==> src/rtl/sound_pkg.sv <==
// Shared tone codes, FSM/event enums, melody ROMs and the tone half-period helper.
// Pure constants and functions; no state.
package sound_pkg;

   localparam logic [2:0] TONE_0    = 3'd0;
   localparam logic [2:0] TONE_1    = 3'd1;
   localparam logic [2:0] TONE_2    = 3'd2;
   localparam logic [2:0] TONE_3    = 3'd3;
   localparam logic [2:0] TONE_RAZZ = 3'd4;
   localparam logic [2:0] TONE_REST = 3'd5;
   localparam logic [2:0] TONE_IDLE = 3'd7;

   typedef enum logic [1:0] {ST_IDLE, ST_LAMP, ST_MELODY} state_e;

   // Encoded so that a larger value means a higher-priority event.
   typedef enum logic [1:0] {
      EVT_NONE = 2'd0,
      EVT_HS   = 2'd1,
      EVT_WIN  = 2'd2,
      EVT_LOSE = 2'd3
   } evt_e;

   // Note 0 sits in the least significant tone slot.
   localparam logic [11:0] MEL_WIN  = {TONE_0, TONE_1, TONE_2, TONE_3};
   localparam logic [11:0] MEL_LOSE = {TONE_RAZZ, TONE_RAZZ, TONE_RAZZ, TONE_RAZZ};
   localparam logic [11:0] MEL_HS   = {TONE_REST, TONE_0, TONE_REST, TONE_0};

   function automatic int half_period(input int clk_freq, input logic [2:0] code);
      int h;
      case (code)
         TONE_0:    h = clk_freq / 830;
         TONE_1:    h = clk_freq / 620;
         TONE_2:    h = clk_freq / 504;
         TONE_3:    h = clk_freq / 418;
         TONE_RAZZ: h = clk_freq / 84;
         default:   h = 1;
      endcase
      if (h < 1) h = 1;
      return h;
   endfunction

   function automatic logic [2:0] melody_tone(input evt_e evt, input logic [1:0] note);
      logic [11:0] rom;
      case (evt)
         EVT_WIN:  rom = MEL_WIN;
         EVT_LOSE: rom = MEL_LOSE;
         EVT_HS:   rom = MEL_HS;
         default:  rom = {4{TONE_IDLE}};
      endcase
      return rom[int'(note) * 3 +: 3];
   endfunction

endpackage

==> src/rtl/tone_div.sv <==
// Programmable half-period divider: counts 0..half-1, toggles spkr at half-1 and wraps.
// spkr first rises half cycles after a clear; clr or !run hold the counter and spkr at 0.
module tone_div #(
   parameter int W = 8
) (
   input  logic         clk,
   input  logic         rst,
   input  logic         clr,
   input  logic         run,
   input  logic [W-1:0] half,
   output logic         spkr
);

   logic [W-1:0] cnt_q, cnt_d;
   logic         spkr_q, spkr_d;

   always_comb begin
      cnt_d  = cnt_q;
      spkr_d = spkr_q;
      if (clr || !run) begin
         cnt_d  = '0;
         spkr_d = 1'b0;
      end else if (cnt_q == half - W'(1)) begin
         cnt_d  = '0;
         spkr_d = ~spkr_q;
      end else begin
         cnt_d = cnt_q + W'(1);
      end
   end

   always_ff @(posedge clk) begin
      if (rst) begin
         cnt_q  <= '0;
         spkr_q <= 1'b0;
      end else begin
         cnt_q  <= cnt_d;
         spkr_q <= spkr_d;
      end
   end

   assign spkr = spkr_q;

endmodule

==> src/rtl/sound_gen.sv <==
// Game sound generator: lamp tones plus WIN/LOSE/HS melodies; event edges act one clock after sampling.
// TONE/BUSY are registered; the speaker divider restarts from 0 whenever TONE changes.
module sound_gen
   import sound_pkg::*;
#(
   parameter int CLK_FREQ    = 50_000_000,
   parameter int NOTE_CYCLES = 7_500_000
) (
   input  logic       CLK,
   input  logic       RST,
   input  logic [1:0] LAMP,
   input  logic       LAMP_ENA,
   input  logic       WIN,
   input  logic       LOSE,
   input  logic       HS,
   output logic       SPKR,
   output logic       BUSY,
   output logic [2:0] TONE
);

   localparam int HALF_0    = half_period(CLK_FREQ, TONE_0);
   localparam int HALF_1    = half_period(CLK_FREQ, TONE_1);
   localparam int HALF_2    = half_period(CLK_FREQ, TONE_2);
   localparam int HALF_3    = half_period(CLK_FREQ, TONE_3);
   localparam int HALF_RAZZ = half_period(CLK_FREQ, TONE_RAZZ);
   localparam int DIV_W     = $clog2(HALF_RAZZ + 1);
   localparam int NOTE_W    = $clog2(NOTE_CYCLES + 1);

   state_e             state_q, state_d;
   evt_e               evt_q, evt_d, evt_edge;
   logic [1:0]         note_q, note_d;
   logic [NOTE_W-1:0]  ncnt_q, ncnt_d;
   logic [2:0]         tone_q, tone_d;
   logic               win_q, win_d, lose_q, lose_d, hs_q, hs_d;
   logic [DIV_W-1:0]   half_w;
   logic               tone_run, tone_clr;

   always_comb begin
      win_d  = WIN;
      lose_d = LOSE;
      hs_d   = HS;

      evt_edge = EVT_NONE;
      if (HS && !hs_q)     evt_edge = EVT_HS;
      if (WIN && !win_q)   evt_edge = EVT_WIN;
      if (LOSE && !lose_q) evt_edge = EVT_LOSE;

      state_d = state_q;
      evt_d   = evt_q;
      note_d  = note_q;
      ncnt_d  = ncnt_q;

      // evt_q is EVT_NONE outside a melody, so any edge starts one from IDLE/LAMP.
      if (evt_edge > evt_q) begin
         state_d = ST_MELODY;
         evt_d   = evt_edge;
         note_d  = 2'd0;
         ncnt_d  = '0;
      end else begin
         case (state_q)
            ST_IDLE: if (LAMP_ENA) state_d = ST_LAMP;
            ST_LAMP: if (!LAMP_ENA) state_d = ST_IDLE;
            ST_MELODY: begin
               if (ncnt_q == NOTE_W'(NOTE_CYCLES - 1)) begin
                  ncnt_d = '0;
                  if (note_q == 2'd3) begin
                     state_d = LAMP_ENA ? ST_LAMP : ST_IDLE;
                     evt_d   = EVT_NONE;
                     note_d  = 2'd0;
                  end else begin
                     note_d = note_q + 2'd1;
                  end
               end else begin
                  ncnt_d = ncnt_q + NOTE_W'(1);
               end
            end
            default: state_d = ST_IDLE;
         endcase
      end

      case (state_d)
         ST_LAMP:   tone_d = {1'b0, LAMP};
         ST_MELODY: tone_d = melody_tone(evt_d, note_d);
         default:   tone_d = TONE_IDLE;
      endcase

      tone_clr = (tone_d != tone_q);
      tone_run = (tone_q <= TONE_RAZZ);

      case (tone_q)
         TONE_0:    half_w = DIV_W'(HALF_0);
         TONE_1:    half_w = DIV_W'(HALF_1);
         TONE_2:    half_w = DIV_W'(HALF_2);
         TONE_3:    half_w = DIV_W'(HALF_3);
         TONE_RAZZ: half_w = DIV_W'(HALF_RAZZ);
         default:   half_w = DIV_W'(1);
      endcase
   end

   // Edge registers track the inputs through reset so held levels never fire.
   always_ff @(posedge CLK) begin
      if (RST) begin
         state_q <= ST_IDLE;
         evt_q   <= EVT_NONE;
         note_q  <= 2'd0;
         ncnt_q  <= '0;
         tone_q  <= TONE_IDLE;
         win_q   <= WIN;
         lose_q  <= LOSE;
         hs_q    <= HS;
      end else begin
         state_q <= state_d;
         evt_q   <= evt_d;
         note_q  <= note_d;
         ncnt_q  <= ncnt_d;
         tone_q  <= tone_d;
         win_q   <= win_d;
         lose_q  <= lose_d;
         hs_q    <= hs_d;
      end
   end

   tone_div #(.W(DIV_W)) u_tone_div (
      .clk  (CLK),
      .rst  (RST),
      .clr  (tone_clr),
      .run  (tone_run),
      .half (half_w),
      .spkr (SPKR)
   );

   assign BUSY = (state_q == ST_MELODY);
   assign TONE = tone_q;

endmodule

==> config.mk <==
export PLATFORM = sky130hd
export DESIGN_NAME = sound_gen
export DESIGN_NICKNAME = d
export VERILOG_FILES = /design/src/rtl/sound_pkg.sv /design/src/rtl/tone_div.sv /design/src/rtl/sound_gen.sv
export SDC_FILE = /design/constraint.sdc
export NUM_CORES = 1
export LEC_CHECK = 0
export BUFFER_PORTS_ARGS = -buffer_cell sky130_fd_sc_hd__buf_2
export CAP_MARGIN = 20
export CORE_UTILIZATION = 28
export CTS_BUF_LIST = sky130_fd_sc_hd__clkbuf_2 sky130_fd_sc_hd__clkbuf_4 sky130_fd_sc_hd__clkbuf_8
export DETAILED_ROUTE_END_ITERATION = 10
export HOLD_SLACK_MARGIN = 0.15
export SLEW_MARGIN = 30
export SYNTH_ARGS = -nofsm -noshare
export SYNTH_HDL_FRONTEND = slang
export SYNTH_SLANG_ARGS = --single-unit
==> constraint.sdc <==
create_clock -name CLK -period 3.95 [get_ports CLK]
set_input_delay 0 -clock CLK [delete_from_list [all_inputs] [get_ports CLK]]
set_output_delay 0 -clock CLK [all_outputs]
set_load 0.005 [all_outputs]
# Word-level counts from Yosys, hierarchy flattened
# Index checks and enable logic that the tools add are counted.
dict set report totals {
  regBits 56
  input_bits 8
  output_inout_bits 5
}
dict set report classes {
  n_addsub 4
  multipliers 1
  n_lt_le_gt_ge 2
  eq_ne 15
  shift 1
  mux 23
  bitwise_logic 1
  n_reduce_logical 13
}
# cell n
set ops {}
lappend ops {{$pmux W20 S5} 1}
lappend ops {{$pmux W12 S3} 1}
lappend ops {{$mux W2} 15}
lappend ops {{$add A23 B1 Y23 const B} 1}
lappend ops {{$eq A23 B23 Y1 const B} 1}
lappend ops {{$mux W23} 1}
lappend ops {{$add A20 B1 Y20 const B} 1}
lappend ops {{$eq A20 B20 Y1} 1}
lappend ops {{$sub A20 B1 Y20 const B} 1}
lappend ops {{$mux W12} 1}
lappend ops {{$shiftx A12 B5 Y3} 1}
lappend ops {{$eq A2 B2 Y1 const B} 5}
lappend ops {{$eq A2 B1 Y1 const B} 3}
lappend ops {{$eq A3 B2 Y1 const B} 2}
lappend ops {{$pmux W2 S3} 1}
lappend ops {{$pmux W3 S2} 1}
lappend ops {{$logic_not A1 Y1} 4}
lappend ops {{$mul A2 B2 Y4 const B} 1}
lappend ops {{$reduce_or A2 Y1} 2}
lappend ops {{$eq A3 B1 Y1 const B} 1}
lappend ops {{$eq A3 B3 Y1 const B} 1}
lappend ops {{$le A3 B3 Y1 const B} 1}
lappend ops {{$logic_and A1 B1 Y1} 3}
lappend ops {{$logic_not A3 Y1} 1}
lappend ops {{8 further kinds} 9}

# Depth between registers and ports, before layout
# Gate-level depths: netlist (run 1).
dict set report depth {
  depth_word 15
  mapped_depth 16
}

# Modules after synthesis
# Synthesis (run 1) repeated with hierarchy kept, for this count alone.
dict set report hier_totals {
  cells_unflattened 437
  area_unflattened_um2 3492.1
}
# module instances cells_each area_per_inst_um2 seq_area_each_um2
set by_module_without_submodules {}
lappend by_module_without_submodules {sound_gen 1 228 1890.6 700.7}
lappend by_module_without_submodules {tone_div 1 209 1601.5 420.4}

# Worst setup path before layout (run 1)
# OpenSTA, ideal clock, no wires.
dict set report synth_timing {
  path_kind {register to register}
  startpoint {reg tone_q[2], in the netlist TONE[2]}
  endpoint {reg u_tone_div.spkr_q, in the netlist u_tone_div.spkr}
  setup_time_ns 0.117
  arrival_ns 3.128
  path_slack_ns 0.704
  stages_incl_launch_ff 15
  path_buffers 3
  period_less_slack_ns 3.246
  cell_sequence {dfxtp_1 > clkbuf_1 > clkbuf_1 > xor2_1 > nand2_1 > ha_1 > ha_1 > xnor2_1 > a2111oi_0 > o21ai_1 > a2111oi_2 > o2111ai_1 > buf_2 > xor2_1 > nor2_1}
}
dict set report synth_between {
  elab_chain_len 4
  elab_cells_between_ends 13
  classes_between {add/sub (1); order compare (1); eq/ne (6); mux (1); reduce/logical (4)}
}
# element line_no
set synth_lines {}
lappend synth_lines {{from (decl)} sound_gen.sv:33} ;# logic [2:0] tone_q, tone_d;
lappend synth_lines {{from (signal assigned)} sound_gen.sv:116} ;# tone_q <= tone_d;
lappend synth_lines {{$eq A3 B3 Y1 (tied with other cells)} sound_gen.sv:90} ;# case (tone_q)
lappend synth_lines {{$pmux W20 S5 or $logic_not A1 Y1 (tied branches)} {sound_gen.sv:90, tone_div.sv:20}}
lappend synth_lines {{$sub A20 B1 Y20 or $logic_or A1 B1 Y1 (tied branches)} {tone_div.sv:23, tone_div.sv:20}}
lappend synth_lines {{$eq A20 B20 Y1 or $reduce_or A2 Y1 (tied branches)} n/a}
lappend synth_lines {{to (signal assigned)} tone_div.sv:37} ;# spkr_q <= spkr_d;
lappend synth_lines {{to (decl)} tone_div.sv:15} ;# logic spkr_q, spkr_d;
# Several ways; a longest one is shown, not always the timed one.
# A chain may end at the register's enable or synchronous reset.

# Final worst setup path (run 1)
dict set report layout_timing {
  startpoint {in LOSE}
  endpoint {reg u_tone_div.cnt_q[6]}
}
dict set report layout_between {
  elab_cells_between_ends 19
  classes_between {mul (1); order compare (1); eq/ne (6); shift (1); mux (7); reduce/logical (3)}
}
# element line_no
set layout_lines {}
lappend layout_lines {{from (decl)} sound_gen.sv:14} ;# input logic LOSE,
lappend layout_lines {{$logic_and A1 B1 Y1 (*)} sound_gen.sv:46} ;# if (LOSE && !lose_q) evt_edge = EVT_LOSE;
lappend layout_lines {{$mux W2 (*)} sound_gen.sv:46}
lappend layout_lines {{$gt A2 B2 Y1 (*)} sound_gen.sv:54} ;# if (evt_edge > evt_q) begin
lappend layout_lines {{$mux W2 (*)} sound_gen.sv:54}
lappend layout_lines {{via state_d[1]} sound_gen.sv:29} ;# state_e state_q, state_d;
lappend layout_lines {{$eq A2 B2 Y1 or $eq A2 B1 Y1 (tied branches)} sound_gen.sv:81} ;# case (state_d)
lappend layout_lines {{$pmux W3 S2 (*)} sound_gen.sv:81}
lappend layout_lines {{$ne A3 B3 Y1 (*)} sound_gen.sv:87} ;# tone_clr = (tone_d != tone_q);
lappend layout_lines {{$logic_or A1 B1 Y1 (*)} tone_div.sv:20} ;# if (clr || !run) begin
lappend layout_lines {{$reduce_or A3 Y1 (no source line) (*)} n/a}
lappend layout_lines {{to (signal assigned)} tone_div.sv:36} ;# cnt_q <= cnt_d;
lappend layout_lines {{to (decl)} tone_div.sv:14} ;# logic [W-1:0] cnt_q, cnt_d;
# The timed path passes the listed nets; every way through them passes the cells marked *. The select of a mux whose other input is x is not followed.

==> results.yml, run 1 <==
power_and_ir_drop:
  total_power_w: 0.00152
  switchingPower_w: 0.000533
  seq_power_share_pct: 40.8
  power_frac_clock_pct: 26.3
  ir_drop_mv: 0.212
  p_comb_share_pct: 32.9
  switching_share_pct: 35.1
  cell_internal_pwr_w: 0.000986
  p_leak_nw: 1.27
  power_density_mw_per_mm2: 427
global_routing:
  grt_use_total_pct: 12.3
  antenna_found_initial: 0
  grt_max_degree: 24
  grt_pass1_vias: 2557
  grt_pass1_wl_um: 11600
  grt_overflow: 0
detailed_routing:
  final_antenna_net_count: 0
  vias: 2748
  viasPerCell: 4.92
  wl_per_cell_um: 12.1
  routed_wirelength_um: 6750
  drt_first_pass_iters: 4
  drt_drc_violations_left: 0
  drt_iter0_drc: 209
logic_synthesis:
  synthTopCellsByCount: "nor2_1 (60), dfxtp_1 (56), nand2_1 (50)"
  syn_inst: 406
  synth_most_common_cell: "nor2_1"
  synth_nets: 425
  ys_seq_area_share_pct: 35.4
  synth-edff-count: 0
  synth_flop_cell: "dfxtp_1"
  avgSynthCellArea_sq_um: 7.81
  synth.distinct_cells: 56
  synth_top_cell_by_area: "dfxtp_1"
  yosys_register_bits: 56
  ys_top_cells_by_area: "dfxtp_1 (35%), nor2_1 (7.1%), nand2_1 (5.9%)"
  yosys_warnings: 0
  synth_area_sq_mm: 0.00317
  synth_top_area_share_pct: 35.4
  synthArstFlopShare_pct: 0
worst_setup_path:
  slowest_stage: "dlygate4sd3_1"
  required_ps: 4180
  critical_path_class: "in -> reg"
  end_kind: "flop"
  worst-path-max-fanout: 21
  arrival_ps: 3770
  path_cells: "dlygate4sd3_1 > buf_2 > nor2b_1 > nand2b_1 > ha_1 > nor2b_1 > o21a_1 > a21oi_1 > inv_1 > ha_1 > a21o_1 > or3_1 > a221oi_1 > a211oi_1 > nand3_1 > o2111ai_1 > buf_4 > nor3b_1"
  startpoint_type: "input pin"
  cpPeakStageDelay_ps: 540
  rrSetupSlack_ps: 480
outcome:
  status: "completed"
clocking:
  insertion_delay_ps: 320
  cts_made_buffers: 5
  post_cts.repair.setup_buffers: 0
  clk_pin_slew_ps: 110
  htreeDepth: 2
  clockBufferDepth: 2
  cts_tree: "built"
  root_buffer: "clkbuf_8"
  cts_sinks: 56
sta:
  report.final.slew_viol_count: 0
  skew_ps: 13.4
  slew_headroom_pct: 37.7
  period_share_pct: 89.5
  min_period_ps: 3540
  setup_viol: 0
  rsz0062_at_grt: "no"
  fmax_mhz: 283
  worst_slack_ps: 414
  finalHoldViolations: 0
  fin_tns_setup_ps: 0
  tightest_slew_ps: 931
layout:
  final_cells: 559
  drive_above_1_share_pct: 8.11
  nets: 437
  diodes: 0
  fillerInstances: 1142
  final_util_pct: 32.6
  syn2layout_area_growth_pct: 12.3
floorplan:
  die_h_um: 108
  coreArea_sq_mm: 0.0109
  dieArea_sq_mm: 0.0117
  die_x_um: 108
  rows: 38
  ios: 13
  start_util_pct: 29.0
place:
  place_ws_ps: 422
  place.gp.congestion: 0.844
  dp_hpwl_um: 4930
  portBuffers: 12
  dp.cells: 544
run:
  maxCapViolCount: 0
min_path:
  hold_class: "in -> reg"
[through the flow]
stage | hold slack [ps] | area [sq um]
global route | 323 | 3560
finish | 328 | 3560
global placement | 119 | 3370
floorplan | 27.7 | 3170
CTS | 320 | 3560
detailed placement | 121 | 3370
[flip-flops by register name, indices dropped and copies added, names as in the netlist]
name              cells
u_tone_div.spkr       1
state_q               2
win_q                 1
evt_q                 2
lose_q                1
u_tone_div.cnt_q     20
TONE                  3
ncnt_q               23
note_q                2
hs_q                  1
[placed cells by master (no fill, tap or decap), drive strengths merged, types with 5 or more instances in the layout]
cell type / count
buf: 17
inv: 20
nand4: 6
nand3: 23
ha: 11
xor2: 21
nor2: 60
o21ai: 13
dfxtp: 56
xnor2: 21
nor3: 10
a21oi: 16
nand2: 50
dlygate4sd3: 7
and3: 11
o21a: 5
clkbuf: 5
[routing by layer]
metal  part of all wire, %  GRT usage (%)  vias to the layer above
met3                   4.5           2.83                       13
met1                    49           16.0                     1266
met5                     0              0                        -
li1                      -              -                     1419
met4                   2.0           4.44                        0
met2                    44           19.7                       50
[power groups by stage]
stage          logic (W)  clock network [W]  registers (W)
2_1_floorplan   0.000398                  0       0.000613
3_3_place_gp    0.000487                  0       0.000632
3_5_place_dp    0.000492                  0       0.000633
4_1_cts         0.000499           0.000413       0.000620
5_1_grt         0.000570           0.000433       0.000625
6_report        0.000500           0.000400       0.000620
[cell families after synthesis]
| group | share of synthesized area [%] |
|---|---|
| buffers and inverters | 4.50 |
| muxes | 1.70 |
| DFF | 35.4 |
| AOI/OAI and AO/OA | 13.5 |
| xor gates and xnor gates | 11.6 |
| adders and majority gates | 4.34 |
| and+or+nand+nor | 29.0 |
[critical path, delay by kind of cell]
| family | cells | cell delay (ps) |
|---|---|---|
| AOI/OAI and AO/OA | 6 | 1160 |
| buffers and inverters | 4 | 960 |
| and+or+nand+nor | 6 | 1060 |
| adders and majority gates | 2 | 580 |
[area by class of cell]
cell class / instances / area (sq um) / share of cell area, %
multi-input combinational: 313 / 1910 / 53.6
sequential: 56 / 1120 / 31.5
tap: 140 / 175 / 4.92
timing repair buffer: 24 / 168 / 4.71
clock buffer: 5 / 68.8 / 1.93
inverter: 18 / 67.6 / 1.90
clock inverter: 3 / 50.0 / 1.41
[timing repair]
action / CTS / global route
endpoints found under the setup margin: 0 / 2
resized for setup: 0 / 1
hold buffers: 7 / 0
endpoints found under the hold margin: 12 / 0
[worst paths after layout]
kind	cells past startpoint	startpoint	endpoint
setup / recovery	18	LOSE	u_tone_div.cnt_q[6]
hold / removal	2	HS	hs_q
setup reg to reg	14	ncnt_q[15]	u_tone_div.cnt_q[6]
hold reg to reg	2	ncnt_q[17]	ncnt_q[17]
Power figures use the tool's default switching activity.
==> run 2: changes to the inputs <==
--- a/config.mk
+++ b/config.mk
@@ -7,6 +7,7 @@
 export LEC_CHECK = 0
 export BUFFER_PORTS_ARGS = -buffer_cell sky130_fd_sc_hd__buf_2
 export CAP_MARGIN = 20
+export CORE_MARGIN = 5
 export CORE_UTILIZATION = 28
 export CTS_BUF_LIST = sky130_fd_sc_hd__clkbuf_2 sky130_fd_sc_hd__clkbuf_4 sky130_fd_sc_hd__clkbuf_8
 export DETAILED_ROUTE_END_ITERATION = 10
==> results.yml, run 2 (synthesis results as in run 1) <==
detailed_routing:
  drt_iter0_drc: 163
  vias: 2746
  routed_wirelength_um: 6790
  viasPerCell: 4.91
  final_antenna_net_count: 0
  wl_met1_um: 3370
  drt_drc_violations_left: 0
  met2RoutedLength_um: 3150
  wl_met3_um: 221
  top_layer_used: "met4"
  wl_per_cell_um: 12.1
  drt_first_pass_iters: 5
floorplan:
  die_h_um: 116
  dieArea_sq_mm: 0.0135
  coreArea_sq_mm: 0.0110
  start_util_pct: 28.9
  ios: 13
  die_x_um: 116
  rows: 38
power_and_ir_drop:
  power_density_mw_per_mm2: 415
  total_power_w: 0.00147
  ir_drop_mv: 0.157
  p_leak_nw: 1.26
sta:
  rsz0062_at_grt: "no"
  report.final.slew_viol_count: 0
  min_period_ps: 3500
  slew_headroom_pct: 60.0
  fin_tns_setup_ps: 0
  finalHoldViolations: 0
  setup_viol: 0
  period_share_pct: 88.6
  holdWs_ps: 331
  skew_ps: 15.4
  fmax_mhz: 286
  tightest_slew_ps: 599
worst_setup_path:
  startpoint_type: "input pin"
  cpPeakStageDelay_ps: 530
  arrival_ps: 3720
  critical_path_class: "in -> reg"
  path_buf_inv: 4
  crit_family: "compound AO/OA/AOI/OAI gates"
  required_ps: 4170
  end_kind: "flop"
  slowest_stage: "dlygate4sd3_1"
  worst-path-max-fanout: 21
  path_cells: "dlygate4sd3_1 > buf_2 > nor2b_1 > nand2b_1 > ha_1 > nor2b_1 > o21a_1 > a21oi_1 > inv_1 > ha_1 > a21o_1 > or3_1 > a221oi_1 > a211oi_1 > nand3_1 > o2111ai_1 > buf_4 > nor3b_1"
layout:
  largest_reg_flops: 23
  syn2layout_area_growth_pct: 11.8
  drive_above_1_share_pct: 8.35
  nets: 437
  final_cell_mix: "nor2_1 (60), dfxtp_1 (56), nand2_1 (50)"
  mostFrequentLayoutCell: "nor2_1"
  diodes: 0
  final_cells: 559
  final_util_pct: 32.3
  regMostFlops: "ncnt_q"
global_routing:
  grt_use_total_pct: 10.7
  grt_max_degree: 24
  antenna_found_initial: 0
  grt_pass1_wl_um: 11900
  grt_overflow: 0
  grt_pass1_vias: 2541
min_path:
  hold_class: "in -> reg"
clocking:
  insertion_delay_ps: 310
  clk_pin_slew_ps: 110
  htreeDepth: 2
  cts_sinks: 56
  clockBufferDepth: 2
  cts_tree: "built"
  post_cts.repair.setup_buffers: 0
  cts_made_buffers: 5
  root_buffer: "clkbuf_8"
outcome:
  status: "completed"
run:
  maxCapViolCount: 0
place:
  dp_hpwl_um: 4890
  portBuffers: 12
  dp.cells: 544
  place.gp.congestion: 0.845
## run 2: worst paths after layout
| check | startpoint | to | slack, ps | depth (start not counted) |
|---|---|---|---|---|
| setup / recovery | LOSE | u_tone_div.cnt_q[6] | 450 | 18 |
| setup reg to reg | TONE[0] | u_tone_div.spkr | 480 | 12 |
| hold / removal | LOSE | lose_q | 330 | 2 |
| hold reg to reg | ncnt_q[17] | ncnt_q[17] | 500 | 2 |
## run 2: through the flow
step / setup slack [ps] / cell area, sq um
5_1_grt: 116 / 3540
2_1_floorplan: 704 / 3170
3_3_place_gp: 605 / 3370
3_5_place_dp: 461 / 3370
4_1_cts: 292 / 3530
6_report: 449 / 3540
## run 2: repair_timing
action,CTS,global route
hold buffers,7,0
hold endpoints to repair,12,0
setup endpoints to repair,0,2
gates resized for setup,0,1
## run 2: worst reg2reg max path, cell delays in order (launching register included)
cell	delay, ps
dfxtp_1	710
inv_2	130
nand2_1	100
ha_1	330
ha_1	290
o22ai_1	90
a2111oi_0	550
o21ai_1	180
a2111oi_2	390
o2111ai_1	160
buf_4	230
xor2_1	160
nor2_1	50
## run 2: area by class of cell
| class | instances | area, sq um |
|---|---|---|
| clock buffers | 7 | 90.1 |
| well taps | 140 | 175 |
| flip-flops and latches | 56 | 1120 |
| repair buffers | 24 | 168 |
| fillers | 1144 | 7440 |
| clock inverters | 1 | 7.51 |
| multi-input cells | 313 | 1910 |
| inverters | 18 | 67.6 |
## run 2: power breakdown
part           leakage (nW)  total [W]  internal, W  switching, W
Combinational         0.760   0.000508     0.000208      0.000300
Sequential            0.454   0.000622     0.000583     0.0000386
Clock                0.0479   0.000341     0.000150      0.000191
## run 2: per-layer routing
layer / GRT usage (%) / up-vias
met5: 0 / -
li1: - / 1420
met3: 2.18 / 4
met2: 17.3 / 45
met4: 2.40 / 0
met1: 14.7 / 1277
==> run 3: changes to the inputs <==
==> constraint.sdc (replaced) <==
create_clock -name CLK -period 4.36 [get_ports CLK]
set_input_delay 0 -clock CLK [delete_from_list [all_inputs] [get_ports CLK]]
set_output_delay 0 -clock CLK [all_outputs]
set_load 0.005 [all_outputs]
==> results.yml, run 3 (synthesis results as in run 1) <==
global_routing:
  grt_overflow: 0
  grt_max_degree: 24
  grt_pass1_vias: 2452
  antenna_found_initial: 0
  grt_pass1_wl_um: 11700
  grt_use_total_pct: 10.4
power_and_ir_drop:
  seq_power_share_pct: 41.0
  p_comb_share_pct: 32.7
  cell_internal_pwr_w: 0.000900
  power_density_mw_per_mm2: 389
  p_leak_nw: 1.26
  ir_drop_mv: 0.144
  switching_share_pct: 34.8
  switchingPower_w: 0.000480
  power_frac_clock_pct: 26.3
worst_setup_path:
  cpPeakStageDelay_ps: 540
  critical_path_class: "in -> reg"
  path_cells: "dlygate4sd3_1 > buf_2 > nor2b_1 > nand2b_1 > ha_1 > nor2b_1 > o21ai_1 > nand3_1 > ha_1 > a21o_1 > or3_1 > a221oi_1 > a211oi_1 > nand3_1 > o2111ai_1 > buf_4 > nor3b_1"
  end_kind: "flop"
  slowest_stage: "dlygate4sd3_1"
  required_ps: 4590
  startpoint_type: "input pin"
  worst-path-max-fanout: 21
  arrival_ps: 3890
layout:
  diodes: 0
  syn2layout_area_growth_pct: 11.8
  mostFrequentLayoutCell: "nor2_1"
  regMostFlops: "ncnt_q"
  final_util_pct: 32.3
  final_area_sq_mm: 0.00354
  fillerInstances: 1143
  largest_reg_flops: 23
  final_cells: 557
  final_cell_mix: "nor2_1 (60), dfxtp_1 (56), nand2_1 (50)"
  drive_above_1_share_pct: 7.43
  nets: 435
clocking:
  root_buffer: "clkbuf_8"
  insertion_delay_ps: 310
  cts_tree: "built"
  cts_sinks: 56
  post_cts_resized: 0
  cts_made_buffers: 5
  clockBufferDepth: 2
  clk_pin_slew_ps: 100
  htreeDepth: 2
detailed_routing:
  wl_per_cell_um: 11.9
  vias: 2722
  drt_iter0_drc: 241
  viasPerCell: 4.89
  routed_wirelength_um: 6610
  drt_drc_violations_left: 0
  final_antenna_net_count: 0
  drt_first_pass_iters: 4
floorplan:
  die_h_um: 116
  rows: 38
  coreArea_sq_mm: 0.0110
  start_util_pct: 28.9
  die_x_um: 116
  dieArea_sq_mm: 0.0135
  ios: 13
sta:
  report.final.slew_viol_count: 0
  fmax_mhz: 273
  skew_ps: 8.86
  min_period_ps: 3660
  holdWs_ps: 346
  rsz0062_at_grt: "no"
  setup_viol: 0
  fin_tns_setup_ps: 0
  finalHoldViolations: 0
  tightest_slew_ps: 907
  period_share_pct: 83.9
  slew_headroom_pct: 39.4
outcome:
  status: "completed"
place:
  dp_hpwl_um: 4760
  portBuffers: 12
  place.gp.congestion: 0.856
  dp.cells: 542
  place_area_sq_mm: 0.00335
run:
  maxCapViolCount: 0
min_path:
  hold_class: "in -> reg"
==> run 3: layer usage <==
layer / share of wire, % / routed length, um / GRT usage [%] / vias to the layer above
li1: - / - / - / 1417
met1: 50 / 3310 / 14.5 / 1245
met2: 45 / 2960 / 16.2 / 50
met3: 3.7 / 242 / 2.49 / 10
met4: 1.4 / 90 / 2.78 / 0
met5: 0 / 0 / 0 / -
==> run 3: worst paths after layout <==
path | startpoint | end | slack, ps | depth (start not counted)
setup / recovery | LOSE | u_tone_div.cnt_q[6] | 700 | 17
hold / removal | LOSE | lose_q | 350 | 2
setup reg to reg | lose_q | u_tone_div.cnt_q[6] | 810 | 15
hold reg to reg | ncnt_q[1] | ncnt_q[1] | 510 | 2
==> run 3: cell type report <==
cell class	count	area, sq um	share of cell area, %
Clock buffer	6	82.6	2.33
Clock inverter	2	38.8	1.09
Inverter	18	67.6	1.91
Multi-Input combinational cell	313	1910	53.8
Sequential cell	56	1120	31.6
Tap cell	140	175	4.94
Timing Repair Buffer	22	153	4.31
==> run 3: metrics by stage <==
step	worst slack [ps]	power, W
floorplan	1110	0.000916
global placement	949	0.00101
detailed placement	848	0.00102
CTS	716	0.00139
global route	423	0.00147
finish	703	0.00138
==> run 3: worst max-delay path: cells and delay by family <==
kind | cells | cell delay, ps
AO/OA/AOI/OAI | 5 | 1080
adder cells (fa/ha/maj) | 2 | 640
buffers and inverters | 3 | 900
AND/OR/NAND/NOR | 7 | 1280
==> run 3: what timing repair did <==
item	CTS	global route
endpoints found under the hold margin	12	0
buffers inserted	0	0
hold buffers	7	0
==> run 3: power by group through the flow <==
stage | logic (W) | clock network, W | registers [W]
global placement | 0.000433 | 0 | 0.000577
global route | 0.000498 | 0.000398 | 0.000572
detailed placement | 0.000443 | 0 | 0.000578
CTS | 0.000450 | 0.000375 | 0.000566
floorplan | 0.000361 | 0 | 0.000555
finish | 0.000451 | 0.000363 | 0.000566
